===== src/rtl/nubus_master_sched.sv =====
// nubus_master_sched: shares the card's single NuBus master engine between
// the CPU (port 0) and local DMA (port 1). Encodes byte strobes into NuBus
// transfer mode and address low bits, issues via mst_req/mst_done, retries
// "try again later" a bounded number of times and returns data or error.
// Optional watchdog abort: define NUBUS_SCHED_WATCHDOG_EN.
module nubus_master_sched #(
  parameter int unsigned MAX_RETRY   = 4,
  parameter int unsigned RETRY_DELAY = 8,
  parameter int unsigned WDOG_CYCLES = 255
) (
  input  logic        nub_clkn,
  input  logic        nub_resetn,
  input  logic        r0_valid,
  input  logic [31:0] r0_addr,
  input  logic [31:0] r0_wdata,
  input  logic [3:0]  r0_wstrb,
  input  logic        r0_lock,
  output logic        r0_ready,
  output logic        r0_err,
  output logic [31:0] r0_rdata,
  input  logic        r1_valid,
  input  logic [31:0] r1_addr,
  input  logic [31:0] r1_wdata,
  input  logic [3:0]  r1_wstrb,
  input  logic        r1_lock,
  output logic        r1_ready,
  output logic        r1_err,
  output logic [31:0] r1_rdata,
  output logic        mst_req,
  output logic [31:0] mst_addr,
  output logic [31:0] mst_wdata,
  output logic        mst_tm1n,
  output logic        mst_tm0n,
  output logic        mst_lock,
  output logic        mst_abort,
  input  logic        mst_done,
  input  logic [1:0]  mst_status,
  input  logic [31:0] mst_rdata,
  output logic [1:0]  sched_owner
);

  localparam logic [2:0] ST_IDLE    = 3'd0;
  localparam logic [2:0] ST_ISSUE   = 3'd1;
  localparam logic [2:0] ST_EVAL    = 3'd2;
  localparam logic [2:0] ST_BACKOFF = 3'd3;
  localparam logic [2:0] ST_RESP    = 3'd4;

  localparam logic [3:0] RETRY_MAX  = MAX_RETRY[3:0];
  localparam logic [7:0] DELAY_LAST = 8'(RETRY_DELAY - 1);

  logic [2:0]  state;
  logic        rr_ptr;
  logic        lock_held;
  logic        lock_port;
  logic        cur_port;
  logic        cur_read;
  logic        resp_err;
  logic [3:0]  retry_cnt;
  logic [7:0]  delay_cnt;
  logic [1:0]  status_q;
  logic [31:0] rdata_q;

`ifdef NUBUS_SCHED_WATCHDOG_EN
  localparam int unsigned WD_W = $clog2(WDOG_CYCLES + 1);
  localparam logic [WD_W-1:0] WD_LAST = WD_W'(WDOG_CYCLES - 1);
  logic [WD_W-1:0] wd_cnt;
`endif

  logic        gnt_valid;
  logic        gnt_port;
  logic [31:0] sel_addr;
  logic [31:0] sel_wdata;
  logic [3:0]  sel_wstrb;
  logic        sel_lock;
  logic        enc_legal;
  logic        enc_tm1n;
  logic        enc_tm0n;
  logic [1:0]  enc_low;

  // Grant selection: a held lock wins while its owner is valid, else round-robin.
  always_comb begin
    gnt_valid = 1'b0;
    gnt_port  = 1'b0;
    if (lock_held && (lock_port ? r1_valid : r0_valid)) begin
      gnt_valid = 1'b1;
      gnt_port  = lock_port;
    end else if (rr_ptr ? r1_valid : r0_valid) begin
      gnt_valid = 1'b1;
      gnt_port  = rr_ptr;
    end else if (rr_ptr ? r0_valid : r1_valid) begin
      gnt_valid = 1'b1;
      gnt_port  = ~rr_ptr;
    end
    sel_addr  = gnt_port ? r1_addr  : r0_addr;
    sel_wdata = gnt_port ? r1_wdata : r0_wdata;
    sel_wstrb = gnt_port ? r1_wstrb : r0_wstrb;
    sel_lock  = gnt_port ? r1_lock  : r0_lock;
  end

  // Strobe to NuBus transfer mode and address low bits.
  always_comb begin
    enc_legal = 1'b1;
    enc_tm1n  = 1'b0;
    enc_tm0n  = 1'b1;
    enc_low   = 2'b00;
    case (sel_wstrb)
      4'b0000: enc_tm1n = 1'b1;
      4'b1111: enc_low  = 2'b00;
      4'b0011: enc_low  = 2'b01;
      4'b1100: enc_low  = 2'b11;
      4'b0001: begin enc_tm0n = 1'b0; enc_low = 2'b00; end
      4'b0010: begin enc_tm0n = 1'b0; enc_low = 2'b01; end
      4'b0100: begin enc_tm0n = 1'b0; enc_low = 2'b10; end
      4'b1000: begin enc_tm0n = 1'b0; enc_low = 2'b11; end
      default: enc_legal = 1'b0;
    endcase
  end

`ifndef NUBUS_SCHED_WATCHDOG_EN
  assign mst_abort = 1'b0;
`endif

  // Scheduler FSM, issue handshake, retry backoff and response pulses.
  always_ff @(negedge nub_clkn or negedge nub_resetn) begin
    if (!nub_resetn) begin
      state       <= ST_IDLE;
      rr_ptr      <= 1'b0;
      lock_held   <= 1'b0;
      lock_port   <= 1'b0;
      cur_port    <= 1'b0;
      cur_read    <= 1'b0;
      resp_err    <= 1'b0;
      retry_cnt   <= '0;
      delay_cnt   <= '0;
      status_q    <= '0;
      rdata_q     <= '0;
      r0_ready    <= 1'b0;
      r1_ready    <= 1'b0;
      r0_err      <= 1'b0;
      r1_err      <= 1'b0;
      r0_rdata    <= '0;
      r1_rdata    <= '0;
      mst_req     <= 1'b0;
      mst_addr    <= '0;
      mst_wdata   <= '0;
      mst_tm1n    <= 1'b1;
      mst_tm0n    <= 1'b1;
      mst_lock    <= 1'b0;
      sched_owner <= '0;
`ifdef NUBUS_SCHED_WATCHDOG_EN
      mst_abort   <= 1'b0;
      wd_cnt      <= '0;
`endif
    end else begin
      r0_ready <= 1'b0;
      r1_ready <= 1'b0;
      r0_err   <= 1'b0;
      r1_err   <= 1'b0;
`ifdef NUBUS_SCHED_WATCHDOG_EN
      mst_abort <= 1'b0;
`endif
      case (state)
        ST_IDLE: begin
          if (gnt_valid) begin
            rr_ptr      <= ~gnt_port;
            cur_port    <= gnt_port;
            sched_owner <= gnt_port ? 2'b10 : 2'b01;
            mst_lock    <= sel_lock;
            lock_held   <= sel_lock;
            lock_port   <= gnt_port;
            cur_read    <= (sel_wstrb == 4'b0000);
            if (enc_legal) begin
              // full-width mask keeps every address bit in the expression
              mst_addr  <= (sel_addr & 32'hFFFF_FFFC) | {30'd0, enc_low};
              mst_wdata <= sel_wdata;
              mst_tm1n  <= enc_tm1n;
              mst_tm0n  <= enc_tm0n;
              mst_req   <= 1'b1;
              resp_err  <= 1'b0;
              state     <= ST_ISSUE;
`ifdef NUBUS_SCHED_WATCHDOG_EN
              wd_cnt    <= '0;
`endif
            end else begin
              resp_err <= 1'b1;
              state    <= ST_RESP;
            end
          end else if (lock_held) begin
            lock_held <= 1'b0;
          end
        end
        ST_ISSUE: begin
          if (mst_done) begin
            mst_req  <= 1'b0;
            status_q <= mst_status;
            rdata_q  <= mst_rdata;
            state    <= ST_EVAL;
`ifdef NUBUS_SCHED_WATCHDOG_EN
          end else if (wd_cnt == WD_LAST) begin
            mst_req   <= 1'b0;
            mst_abort <= 1'b1;
            resp_err  <= 1'b1;
            state     <= ST_RESP;
          end else begin
            wd_cnt <= wd_cnt + 1'b1;
`endif
          end
        end
        ST_EVAL: begin
          case (status_q)
            2'b00: begin resp_err <= 1'b0; state <= ST_RESP; end
            2'b11: begin
              if (retry_cnt < RETRY_MAX) begin
                retry_cnt <= retry_cnt + 4'd1;
                delay_cnt <= '0;
                state     <= ST_BACKOFF;
              end else begin
                resp_err <= 1'b1;
                state    <= ST_RESP;
              end
            end
            default: begin resp_err <= 1'b1; state <= ST_RESP; end
          endcase
        end
        ST_BACKOFF: begin
          if (delay_cnt == DELAY_LAST) begin
            delay_cnt <= '0;
            mst_req   <= 1'b1;
            state     <= ST_ISSUE;
`ifdef NUBUS_SCHED_WATCHDOG_EN
            wd_cnt    <= '0;
`endif
          end else begin
            delay_cnt <= delay_cnt + 8'd1;
          end
        end
        ST_RESP: begin
          if (cur_port) begin
            r1_ready <= 1'b1;
            r1_err   <= resp_err;
            if (!resp_err && cur_read) r1_rdata <= rdata_q;
          end else begin
            r0_ready <= 1'b1;
            r0_err   <= resp_err;
            if (!resp_err && cur_read) r0_rdata <= rdata_q;
          end
          retry_cnt   <= '0;
          sched_owner <= '0;
          state       <= ST_IDLE;
        end
        default: state <= ST_IDLE;
      endcase
    end
  end

endmodule


===== config.mk =====
export PLATFORM = sky130hd
export DESIGN_NAME = nubus_master_sched
export DESIGN_NICKNAME = d
export VERILOG_FILES = /design/src/rtl/nubus_master_sched.sv
export SDC_FILE = /design/constraint.sdc
export NUM_CORES = 1
export LEC_CHECK = 0
export CELL_PAD_IN_SITES_DETAIL_PLACEMENT = 1
export CELL_PAD_IN_SITES_GLOBAL_PLACEMENT = 1
export CORE_MARGIN = 3
export CORE_UTILIZATION = 35
export CTS_CLUSTER_DIAMETER = 30
export DETAILED_ROUTE_END_ITERATION = 6
export PLACE_DENSITY = 0.92
export SYNTH_ARGS = -nofsm -noshare
export SYNTH_HDL_FRONTEND = slang
export SYNTH_SLANG_ARGS = --single-unit

===== constraint.sdc =====
create_clock -name nub_clkn -period 6.8 [get_ports nub_clkn]
set_clock_uncertainty 0.2 [all_clocks]
set_input_delay 1.02 -clock nub_clkn [delete_from_list [all_inputs] [get_ports nub_clkn]]
set_output_delay 1.02 -clock nub_clkn [all_outputs]
set_load 0.1 [all_outputs]

# [After elaboration in Yosys (flattened, before gate mapping)]
# Cells that the tools add are included.
# W data, S select, Z words.
[classes] addsub=2 n_lt_le_gt_ge=1 eq_ne=20 mux=53 n_bitwise=4 n_reduce_logical=26
[ops] op="$mux W32" count=2
[ops] op="$or A32 B2 Y32" count=1
[ops] op="$mux W1" count=29
[ops] op="$mux W8" count=3
[ops] op="$reduce_and A3 Y1" count=7
[ops] op="$mux W3" count=6
[ops] op="$pmux W8 S2" count=1
[ops] op="$eq A4 B4 Y1 const B" count=3
[ops] op="$mux W4" count=3
[ops] op="$ne A2 B2 Y1 const B" count=6
[ops] op="$pmux W3 S4" count=1
[ops] op="$add A8 B1 Y8 const B" count=1
[ops] op="$eq A4 B2 Y1 const B" count=2
[ops] op="$eq A8 B3 Y1 const B" count=1
[ops] op="$pmux W4 S2" count=1
[ops] op="$reduce_bool A2 Y1" count=4
[ops] op="$reduce_or A8 Y1" count=1
[ops] op="$eq A3 B2 Y1 const B" count=2
[ops] op="$pmux W2 S3" count=1
[ops] op="$reduce_and A2 Y1" count=3
[ops] op="$reduce_and A5 Y1" count=1
[ops] op="$add A4 B1 Y4 const B" count=1
[ops] op="$eq A4 B1 Y1 const B" count=1
[ops] op="$eq A4 B3 Y1 const B" count=1
[ops] op="18 further kinds" count=24
[word_totals] regBits=192 output_inout_bits=139

# [Depth between registers and ports, before layout]
# Gate-level depths: netlist of run 1.
[depth] depth_word=11 mapped_depth=7 mapped_depth_nobuf=5

==> results of run 1 <==
## sequential cells by signal, indices dropped and copies added, names as in the netlist, 2 cells and up
signal       count
status_q         2
mst_addr        32
state            3
sched_owner      2
delay_cnt        8
rdata_q         32
retry_cnt        4
r0_rdata        32
mst_wdata       32
r1_rdata        32
## placed cells by master, fill, tap and decap left out, drive strengths merged, types with 2 or more instances in the layout
master,n
nor3b,4
a211oi,3
nor2b,3
dfrtn,190
or3b,3
clkdlybuf4s50,171
buf,160
and3,5
nand3,5
o21ai,14
o211ai,2
nor3,9
ha,2
nor4,2
nor2,9
mux2i,7
dfstp,2
o22ai,5
and4,2
nand2,15
and2,5
a31oi,2
a21oi,10
nand4,2
a22o,3
clkbuf,18
a32o,3
mux2,225
inv,12
and4bb,2
clkinv,9
## stage by stage
step | cells | util | hold slack (ns)
3_3_place_gp | 1210 | 0.493 | 0.213
6_report | 1243 | 0.519 | 0.237
4_1_cts | 1243 | 0.519 | 0.239
5_1_grt | 1243 | 0.519 | 0.249
2_1_floorplan | 597 | - | 0.191
3_5_place_dp | 1210 | 0.493 | 0.238
## logic make-up (layout without fill, tap and decap cells)
| logic type | after synthesis | count (layout) | synth area share |
|---|---|---|---|
| fa+ha+maj | 2 | 2 | 0.00295 |
| xor+xnor | 2 | 2 | 0.00206 |
| flops | 192 | 192 | 0.566 |
| buf+inv | 43 | 370 | 0.0258 |
| compound gates | 52 | 52 | 0.0430 |
| mux | 232 | 232 | 0.308 |
| other cells | 1 | 1 | 0.000442 |
| simple gates | 73 | 73 | 0.0517 |
## worst max-delay path, delay by kind of cell
| family | cells | cell delay, ns |
|---|---|---|
| AO/OA/AOI/OAI | 1 | 0.30 |
| buffers and inverters | 2 | 0.85 |
| multiplexers | 2 | 0.74 |
## layout make-up
type | instances | area (µm²)
clock buffers | 17 | 425
clock inverters | 17 | 198
fillers | 2443 | 11400
inverters | 4 | 15.0
multi-input cells | 362 | 3480
flip-flops and latches | 192 | 4810
well taps | 319 | 399
repair buffers | 332 | 2980
## final timing paths
check                           slack (ns)                   endpoint
worst max-delay path                  0.48  mst_wdata[21]$_DFFE_NN0P_
worst min-delay path                  0.24   mst_addr[28]$_DFFE_NN0P_
worst max register to register        4.21       state[0]$_DFFE_NN0P_
worst min register to register        0.24   mst_addr[28]$_DFFE_NN0P_
max in group asynchronous             1.88       mst_tm1n$_DFFE_NN1P_
min in group asynchronous             3.66    r0_rdata[8]$_DFFE_NN0P_
## routing by layer
layer / GRT usage / up-vias / wire length, µm
met2: 0.377 / 185 / 14500
met1: 0.205 / 3160 / 9490
met5: 0 / - / 0
met3: 0.0451 / 42 / 1380
met4: 0.0748 / 0 / 745
li1: - / 2791 / -
==> PnR_summary.wiki, run 1 <==
{| class="wikitable"
! Metric !! Value
|-
| Antenna violation net count after detailed routing || 0
|-
| Full die area || 0.0262 mm²
|-
| Required time of the worst setup path || 3.44 ns
|-
| Gate count after technology mapping || 597
|-
| Final instance area || 0.0123 mm²
|-
| #FFs+latches synth || 192
|-
| Most frequent cell after synthesis || mux2_2
|-
| Type of the worst setup path || in -> reg
|-
| Number of synthesized flops with an enable pin || 0
|-
| Clock tree from TritonCTS || done
|-
| Initial detailed-routing violation count || 269
|-
| Clock Pin Slew Worst Setup and Hold Paths || 0.05 ns
|-
| Startpoint of the lowest-slack hold path || mst_addr[28]$_DFFE_NN0P_
|-
| Slew Limit Headroom || 0.333
|-
| Critical path origin || r1_valid
|-
| Cell count of the worst hold path || 1
|-
| Top flip-flop cell by instance count after synthesis || dfrtn_1
|-
| Number of placement rows || 56
|-
| Drt pass-1 iters || 4
|-
| RePlAce Congestion || 0.769
|-
| Final WS setup || 0.482 ns
|-
| Number of clock sinks || 192
|-
| RSZ-0062 raised after global routing || false
|-
| Max stage delay on crit path || 0.56 ns
|-
| Number of max-cap violations || 0
|-
| Sequential-to-total area share from yosys stat || 0.566
|-
| DRC violation count after routing || 0
|-
| CP max stage cell || clkdlybuf4s50_1
|-
| Number of global-route vias before repair || 6729
|-
| Worst flop-to-flop path startpoint || state[0]$_DFFE_NN0P_
|-
| Slew at the pin closest to its max-slew limit || 1.00 ns
|-
| Count of hold buffers inserted by post-cts repair || 0
|-
| Detailed-placement wirelength estimate || 19700 µm
|-
| Max Buffers Root-to-Sink || 2
|-
| Total of cells resized after clock tree synthesis || 0
|-
| Biggest area consumer among synthesized cells || dfrtn_1
|-
| Wire length reported by the detailed router || 26100 µm
|-
| Port Buffer Count || 310
|-
| Final setup viols || 0
|-
| Number of I/O pins || 316
|-
| Root cell of the clock tree || clkbuf_16
|-
| Overall via count from detail_route || 6178
|-
| Aggregate global-route resource usage || 0.196
|-
| Most used standard cells in the synthesized netlist || mux2_2, dfrtn_1, buf_2
|-
| Fin. max-slew vios || 0
|-
| Cell-by-cell trace of the critical path || clkdlybuf4s50_1, a21boi_4, mux2i_4, buf_12, mux2_2
|-
| Worst hold-check path type || reg -> reg
|-
| Worst R2R Path Depth || 4
|-
| Post-DR wirelength/cell || 21.0 µm
|-
| Ratio of cells with drive above 1 in the final layout || 0.451
|-
| Area post-placement || 0.0117 mm²
|-
| Critical path capture point type || flip-flop
|-
| Initial antenna violation count || 0
|-
| Top post-synthesis cells by area || dfrtn_1, mux2_2, mux2_1, buf_2, o21ai_0
|-
| Pin count of the biggest net entering global routing || 69
|-
| Global-route wire length before repair || 39300 µm
|-
| Number of unique standard cell types used by synthesis || 58
|-
| WP data arrival || 2.96 ns
|-
| Area share of the leading cell type in the synthesized netlist || 0.560
|-
| Number of nets in the final layout || 1090
|-
| Worst-skew pair later-pin latency || 0.41 ns
|-
| Syn Area/Cell || 14.2 µm²
|-
| Highest net fanout along the worst path || 48
|-
| Crit start category || input port
|-
| Post-synth design cell area || 0.00849 mm²
|-
| Final-layout setup total negative slack || 0 ns
|-
| Final-report hold violation count || 0
|-
| Run status || finished, final reports clean
|-
| Core Box Area || 0.0237 mm²
|-
| Chip width || 162 µm
|-
| Number of buffers created by CTS || 17
|-
| Detail-routed via count per cell || 4.97
|-
| Post-Place Worst Slack || 0.0705 ns
|-
| P&R area growth vs syn || 44.8%
|-
| Share of async-settable or async-resettable flops after synthesis || 1.00
|-
| Number of setup buffers added after CTS || 0
|-
| Starting density of the core || 0.359
|-
| Warning count from the yosys run || 0
|-
| Remaining Overflow, GRT || 0
|-
| Diodes inserted || 0
|-
| Vert. Die Dim || 162 µm
|-
| Total number of H-tree levels || 4
|-
| Synthesized Nets || 776
|}
Power of run 1 is not shown: default switching activity piles up to over one toggle a cycle in this logic, so the estimate is an artifact.
==> run 2, diff against run 1 <==
CORE_UTILIZATION = 38   (was 35)
HOLD_SLACK_MARGIN = 0.15   (was unset)
PLACE_DENSITY = 0.95   (was 0.92)
RECOVER_POWER = 50   (was unset)
==> run 2 against run 1 <==
- the run now ends with capacitance limit, slew limit left
- critical path type unchanged
- global-route usage rose by 1.6 points
- first-iteration DRC count rose by 4.8%
- count of clock-buffer cells in the layout did not move
- non-clock buffer count fell by 3
- sequential share of layout area rose by 0.13 points
- highest routed layer unchanged
- via count rose by 0.15%
- wire length barely moved
- sequential cell count did not move
- critical path depth rose by 1
- largest cell class unchanged
==> PnR_summary.wiki, run 2 (same netlist as run 1, synthesis figures left out) <==
{| class="wikitable"
! Metric !! Value
|-
| Worst flop-to-flop path startpoint || state[1]$_DFFE_NN0P_ (was state[0]$_DFFE_NN0P_)
|-
| P&R area growth vs syn || 44.3% (was 44.8%)
|-
| Global-route wire length before repair || 39700 µm (was 39300 µm)
|-
| Root cell of the clock tree || clkbuf_16 (unchanged)
|-
| Number of buffers created by CTS || 17 (unchanged)
|-
| Hold Path End || delay_cnt[7]$_DFFE_NN0P_ (was mst_addr[28]$_DFFE_NN0P_)
|-
| Worst R2R Path Depth || 5 (was 4)
|-
| Number of max-cap violations || 3 (was 0)
|-
| Port Buffer Count || 310 (unchanged)
|-
| Full die area || 0.0242 mm² (was 0.0262 mm²)
|-
| Vert. Die Dim || 156 µm (was 162 µm)
|-
| Number of I/O pins || 316 (unchanged)
|-
| Core Box Area || 0.0219 mm² (was 0.0237 mm²)
|-
| Antenna violation net count after detailed routing || 0 (unchanged)
|-
| Post-DR wirelength/cell || 21.7 µm (was 21.0 µm)
|-
| Final instance area || 0.0123 mm² (about the same)
|-
| Register-to-register setup slack || 3.34 ns (was 4.21 ns)
|-
| Final-layout setup total negative slack || 0 ns (unchanged)
|-
| Initial antenna violation count || 2 (was 0)
|-
| Fin. max-slew vios || 138 (was 0)
|-
| Pin count of the biggest net entering global routing || 74 (was 69)
|-
| Final-report hold violation count || 0 (unchanged)
|-
| Cell-by-cell trace of the critical path || clkdlybuf4s50_1, and4_1, o211ai_2, mux2i_4, buf_12, mux2_2 (was clkdlybuf4s50_1, a21boi_4, mux2i_4, buf_12, mux2_2)
|-
| Number of global-route vias before repair || 6848 (was 6729)
|-
| Final setup viols || 0 (unchanged)
|-
| Area post-placement || 0.0116 mm² (was 0.0117 mm²)
|-
| Worst-skew pair later-pin latency || 0.41 ns (about the same)
|-
| Remaining Overflow, GRT || 0 (unchanged)
|-
| Detail-routed via count per cell || 5.14 (was 4.97)
|-
| Drt pass-1 iters || 4 (unchanged)
|-
| Fill cell instance count of the final layout || 2206 (was 2443)
|-
| Type of the worst setup path || in -> reg (unchanged)
|-
| Critical path's top delay family || buffers and inverters (unchanged)
|-
| CP max stage cell || clkdlybuf4s50_1 (unchanged)
|-
| Cell count of the worst hold path || 1 (unchanged)
|-
| Total number of H-tree levels || 4 (unchanged)
|-
| Slew at the pin closest to its max-slew limit || 2.06 ns (was 1.00 ns)
|-
| Commonest non-fill, non-tap cell in the layout || mux2_2 (unchanged)
|-
| Critical path capture point type || flip-flop (unchanged)
|-
| Overall via count from detail_route || 6187 (was 6178)
|-
| Detailed-placement wirelength estimate || 19600 µm (was 19700 µm)
|-
| Initial detailed-routing violation count || 282 (was 269)
|-
| Startpoint of the lowest-slack hold path || delay_cnt[7]$_DFFE_NN0P_ (was mst_addr[28]$_DFFE_NN0P_)
|-
| Number of placement rows || 54 (was 56)
|-
| Max Buffers Root-to-Sink || 2 (unchanged)
|-
| WP data arrival || 2.90 ns (was 2.96 ns)
|-
| Number of clock sinks || 192 (unchanged)
|-
| Aggregate global-route resource usage || 0.211 (was 0.196)
|-
| Slew Limit Headroom || -0.373 (was 0.333)
|-
| Starting density of the core || 0.388 (was 0.359)
|-
| DRC violation count after routing || 0 (unchanged)
|-
| Crit start category || input port (unchanged)
|-
| Clock tree from TritonCTS || done (unchanged)
|-
| Max stage delay on crit path || 0.50 ns (was 0.56 ns)
|-
| Count of hold buffers inserted by post-cts repair || 0 (unchanged)
|-
| Number of nets in the final layout || 1087 (was 1090)
|-
| Wire length reported by the detailed router || 26100 µm (about the same)
|-
| Violated checks || capacitance limit, slew limit
|-
| RePlAce Congestion || 0.762 (was 0.769)
|-
| Highest net fanout along the worst path || 41 (was 48)
|-
| Highest-count cells in the layout ignoring fill and taps || mux2_2, dfrtn_1, clkdlybuf4s50_1, buf_4, mux2_1 (was mux2_2, dfrtn_1, clkdlybuf4s50_1, buf_4, clkbuf_16)
|-
| Worst hold-check path type || reg -> reg (unchanged)
|-
| Required time of the worst setup path || 3.44 ns (about the same)
|-
| Reg-to-reg critical path endpoint || r0_rdata[2]$_DFFE_NN0P_ (was state[0]$_DFFE_NN0P_)
|-
| Total of cells resized after clock tree synthesis || 0 (unchanged)
|-
| RSZ-0062 raised after global routing || false (unchanged)
|-
| Chip width || 156 µm (was 162 µm)
|-
| Clock Pin Slew Worst Setup and Hold Paths || 0.06 ns (was 0.05 ns)
|-
| Worst path buffer plus inverter count || 2 (unchanged)
|-
| Number of setup buffers added after CTS || 0 (unchanged)
|-
| Ratio of cells with drive above 1 in the final layout || 0.443 (was 0.451)
|-
| Run status || finished, violations left (was finished, final reports clean)
|}
==> run 2: worst reg2reg max path, stage by stage (launching register included) <==
cell and delay (ns):
dfrtn_1 0.71, or3b_1 0.28, nor2_1 0.10, nand2_1 0.07
clkbuf_1 1.47, mux2_2 0.48
==> run 2: layout make-up <==
class,count,area (µm²),share of cell area
diodes,2,5.00,0.000408
multi-input cells,362,3470,0.283
clock buffers,17,425,0.0347
well taps,280,350,0.0286
flip-flops and latches,192,4810,0.392
clock inverters,17,218,0.0178
inverters,4,15.0,0.00122
repair buffers,329,2960,0.242
==> run 2: worst max path at each step <==
stage,start,to,slack [ns],cells after the start
after global placement,r1_valid,mst_wdata[12]$_DFFE_NN0P_,0.16,5
after detailed placement,r1_valid,mst_addr[3]$_DFFE_NN0P_,0.13,5
after CTS,r0_wstrb[2],mst_wdata[27]$_DFFE_NN0P_,0.55,6
final,r0_wstrb[0],mst_wdata[27]$_DFFE_NN0P_,0.55,6
after floorplan,r0_wstrb[0],mst_addr[22]$_DFFE_NN0P_,0.60,7
after global routing,r0_valid,mst_wdata[27]$_DFFE_NN0P_,0.49,6
==> run 2: per-stage QoR <==
| stage | worst slack, ns | utilization | cells | hold slack (ns) |
|---|---|---|---|---|
| after floorplan | 0.605 | - | 597 | 0.191 |
| after global placement | 0.155 | 0.531 | 1168 | 0.222 |
| after detailed placement | 0.135 | 0.531 | 1168 | 0.226 |
| after CTS | 0.555 | 0.561 | 1201 | 0.234 |
| after global routing | 0.489 | 0.560 | 1203 | 0.252 |
| final | 0.547 | 0.560 | 1203 | 0.230 |
==> run 2: metal layers <==
metal	routed length [µm]	part of all wire	vias up	global-route usage
li1	-	-	2802	-
met1	9600	0.37	3157	0.232
met2	14600	0.56	182	0.401
met3	1190	0.045	46	0.0395
met4	765	0.029	0	0.0813
met5	0	0	-	0
Power of run 2 is left out for the same reason.
==> run 3, diff against run 2 <==
SLEW_MARGIN = 20   (was unset)
==> results of run 3 <==
Final layout, timing and power as in run 2 (identical DEF).
Power of run 3 is left out for the same reason.
